===== config.mk =====
export PLATFORM = sky130hd
export DESIGN_NAME = clk_div_sequencer
export DESIGN_NICKNAME = d
export VERILOG_FILES = /design/src/rtl/clk_div_sequencer.sv
export SDC_FILE = /design/constraint.sdc
export NUM_CORES = 1
export LEC_CHECK = 0
export CAP_MARGIN = 20
export CORE_UTILIZATION = 61
export CTS_CLUSTER_DIAMETER = 150
export DETAILED_ROUTE_END_ITERATION = 6
export PLACE_DENSITY = 0.86
export REMOVE_ABC_BUFFERS = 1
export SYNTH_ARGS = -nofsm -noshare
export SYNTH_HDL_FRONTEND = slang
export SYNTH_SLANG_ARGS = --single-unit

===== constraint.sdc =====
create_clock -name clk -period 13.9 [get_ports clk]
set_input_delay 3.475 -clock clk [delete_from_list [all_inputs] [get_ports clk]]
set_output_delay 3.475 -clock clk [all_outputs]
set_load 0.02 [all_outputs]

===== src/rtl/clk_div_sequencer.sv =====
// clk_div_sequencer: programmable clock-enable divider; new divisors apply only on period boundaries
// Optional period_cnt output enabled by CLKDIV_PERIOD_CNT_EN.
module clk_div_sequencer #(
  parameter int DIV_W     = 28,
  parameter int RESET_DIV = 2
) (
  input  logic             clk,
  input  logic             rst,
  input  logic             cfg_valid,
  output logic             cfg_ready,
  input  logic [DIV_W-1:0] cfg_div,
  input  logic             cfg_en,
  output logic             div_out,
  output logic             tick,
  output logic             running,
`ifdef CLKDIV_PERIOD_CNT_EN
  output logic [15:0]      period_cnt,
`endif
  output logic [DIV_W-1:0] cur_div
);
  localparam logic [DIV_W-1:0] ONE = DIV_W'(1);
  localparam logic [DIV_W-1:0] TWO = DIV_W'(2);
  localparam logic [DIV_W-1:0] RST_DIV = (RESET_DIV < 2) ? TWO : DIV_W'(RESET_DIV);
  typedef enum logic [1:0] {IDLE, RUN, PEND} state_t;
  state_t state, state_n;
  logic [DIV_W-1:0] cnt, cnt_n, cur_div_n, pend_div, pend_div_n, div_c;
  logic pend_en, pend_en_n, accept, wrap;
  always_comb begin
    div_c = (cfg_div < TWO) ? TWO : cfg_div;
    cfg_ready = state != PEND;
    running = state != IDLE;
    accept = cfg_valid && cfg_ready;
    wrap = cnt >= cur_div - ONE;
    state_n = state;
    cnt_n = running ? (wrap ? '0 : cnt + ONE) : '0;
    cur_div_n = cur_div;
    pend_div_n = pend_div;
    pend_en_n = pend_en;
    case (state)
      IDLE: if (accept) begin
        cur_div_n = div_c;
        state_n = cfg_en ? RUN : IDLE;
      end
      RUN: if (accept) begin
        pend_div_n = div_c;
        pend_en_n = cfg_en;
        state_n = PEND;
      end
      PEND: if (wrap) begin
        cur_div_n = pend_div;
        state_n = pend_en ? RUN : IDLE;
      end
      default: state_n = IDLE;
    endcase
  end
  always_ff @(posedge clk) begin
    if (rst) begin
      state <= IDLE;
      cnt <= '0;
      cur_div <= RST_DIV;
      pend_div <= '0;
      pend_en <= 1'b0;
      div_out <= 1'b0;
      tick <= 1'b0;
    end else begin
      state <= state_n;
      cnt <= cnt_n;
      cur_div <= cur_div_n;
      pend_div <= pend_div_n;
      pend_en <= pend_en_n;
      div_out <= running && (cnt < (cur_div >> 1));
      tick <= running && wrap;
    end
  end
`ifdef CLKDIV_PERIOD_CNT_EN
  always_ff @(posedge clk) begin
    if (rst || accept) period_cnt <= '0;
    else if (tick) period_cnt <= period_cnt + 16'd1;
  end
`endif
endmodule

==> results.yml <==
floorplanning:
  row_count: 33
  die-area_um2: 9150
  die-height_um: 95.7
  core_um2: 8340
  ios: 64
  die_w_um: 95.7
  start_util_pct: 64.1
yosys:
  syn_area_um2: 5350
  ys_ff_latch: 89
  syn_avg_cell_area_um2: 7.88
  ys_types: 48
  ys.flop_type: "dfxtp_1"
  synth-async-reset-ratio_pct: 0
  synth_warnings: 0
  synth_enable_flop_cells: 0
  seq_area_frac_synth_pct: 33.3
  synth_cells: 679
clock_tree:
  cts_resized: 0
  clock_latency_ps: 370
  tritoncts: "done"
  clock_sinks: 89
  clk_pin_slew_ps: 100
  cts_buffers: 9
  htreeDepth: 3
  hold_buffers: 0
  clk_path_buf_depth: 2
  ctsRootBufferMaster: "clkbuf_8"
  cts_post_setup_buffers_inserted: 0
global_route:
  gr-total-overflow: 0
  antenna_found_initial: 0
  grt_max_degree: 62
  grt_util_all_layers_pct: 30.4
  grt_pass1_vias: 4562
  grt_pass1_wl_um: 21600
pwr:
  power_frac_clock_pct: 31.6
  p_seq_share_pct: 45.9
  p_int_uw: 412
  p_total_uw: 609
  power_leakage_uw: 0.00238
  ir_worst_vdd_mv: 0.0776
  p_per_area_nw_per_um2: 97.9
  combPwrFrac_pct: 22.4
  switching_share_pct: 32.3
  p_switching_uw: 197
placed_design:
  pre_cts_slack_ps: 7670
  port_buffers: 63
  placed_cells_incl_taps: 816
  hpwl_um: 9710
  place_congestion: 0.871
layout:
  synthToLayoutAreaGrowth_pct: 16.3
  antenna_cells: 0
  drive_gt1_share_pct: 4.12
  layout.cells.non_filler: 833
  mostFrequentLayoutCell: "nand2_1"
  seqCellArea_um2: 1780
  layout_common_cells: "109 x nand2_1, 89 x dfxtp_1, 81 x nor2_1"
  num-fill-cells: 617
  multiInputGateArea_um2: 3310
  fin_nets: 811
sta:
  finalSetupViolations: 0
  clock.fmax_ghz: 0.175
  maxSlewViolCount: 0
  max-slew-margin-rel_pct: 29.3
  rsz0062_at_grt: "false"
  clock_skew_ps: 12.7
  layout_setup_ws_ps: 8180
  finalHoldViolCount: 0
  tightest_slew_ps: 1060
  fin_crit_sh_pct: 41.2
  post-route-min-period_ps: 5720
  holdWs_ps: 457
  setup_tns_ps: 0
critical_path:
  worst_path_largest_cell_delay_ps: 1150
  crit_type: "input pin to flip-flop"
  start_kind: "input pin"
  critPathMaxFanout: 31
  path_cells: "clkdlybuf4s50_1 > and3_1 > nor2_1 > a211oi_1"
  path_buf_inv: 1
  endpoint_kind: "flip-flop"
  crit_required_ps: 14170
  crit_family: "buffers and inverters"
  cpMaxStageDelayCell: "clkdlybuf4s50_1"
  critical_path_arrival_ps: 6000
run:
  maxCapViolCount: 0
routing:
  wl_um: 13100
  dr.pass1.iters: 6
  vias_per_cell: 6.08
  route.detailed.drc: 0
  ant_nets: 0
  vias: 5066
  drtIter0Drc: 401
  detail_route.wl_per_cell_um: 15.7
hold_path:
  hold_class: "flip-flop to flip-flop"
status:
  outcome: "finished, final reports clean"
[worst paths after layout]
check | slack [ps] | cells after the start | from | to
setup / recovery | 8180 | 4 | cfg_valid | pend_div[1]
hold / removal | 460 | 2 | pend_div[19] | pend_div[19]
setup reg to reg | 8670 | 12 | cur_div[1] | cur_div[20]
hold reg to reg | 460 | 2 | pend_div[19] | pend_div[19]
[power groups by stage]
stage,logic [µW],clock network (µW),registers (µW)
final,137,193,280
after detailed placement,134,0,285
after global placement,128,0,285
after floorplan,69.5,0,294
after CTS,135,192,279
after global routing,151,202,281
[synthesized netlist by cell type, drive strengths merged, types with 12 or more instances]
| library cell | n | share of area [%] |
|---|---|---|
| a221oi | 27 | 4.4 |
| nand3 | 15 | 1.4 |
| xnor2 | 36 | 5.9 |
| nor4 | 12 | 1.7 |
| xor2 | 15 | 2.5 |
| ha | 56 | 13 |
| clkbuf | 30 | 2.1 |
| inv | 34 | 2.4 |
| a21oi | 49 | 4.6 |
| nor3 | 12 | 1.2 |
| o21ai | 37 | 3.5 |
| nand2 | 109 | 7.6 |
| nor2 | 81 | 5.7 |
| dfxtp | 89 | 33 |
| nand4 | 15 | 1.8 |
[worst min-delay path: stages, from the launching register on]
cell and delay, ps:
dfxtp_1 320, nand2_1 50, a21oi_1 50
[cells by family (layout without fill, tap and decap cells)]
family,after synthesis,after routing,share of synthesized area [%]
buffers and inverters,67,116,4.84
xor gates and xnor gates,51,51,8.35
and+or+nand+nor,275,275,23.7
DFF,89,89,33.3
adders and majority gates,56,56,13.1
AOI/OAI and AO/OA,141,141,16.7
[routing by layer]
layer  share of wire (%)  global-route usage [%]  wire length (µm)  vias to the layer above
li1                    -                       -                 -                     2467
met1                  44                    41.1              5800                     2394
met2                  48                    49.2              6320                      175
met3                 5.5                    5.90               716                       30
met4                 1.9                    8.21               252                        0
met5                   0                       0                 0                        -
[metrics by stage]
step           cell area [µm²]  utilization [%]
6_report                  6220             74.6
5_1_grt                   6220             74.6
4_1_cts                   6210             74.4
3_5_place_dp              6000             71.9
3_3_place_gp              5990             71.8
2_1_floorplan             5220                -
[state kept, by name, summed over array words and instances (netlist names)]
| signal | flops |
|---|---|
| state | 2 |
| div_out | 1 |
| cnt | 28 |
| pend_en | 1 |
| tick | 1 |
| cur_div | 28 |
| pend_div | 28 |
[area by class of cell]
class	instances	share of cell area, %
well taps	105	2.11
flip-flops and latches	89	28.6
repair buffers	66	10.6
inverters	34	2.05
clock inverters	7	1.37
multi-input cells	523	53.2
clock buffers	9	1.99
(Power assumes the default switching activity.)
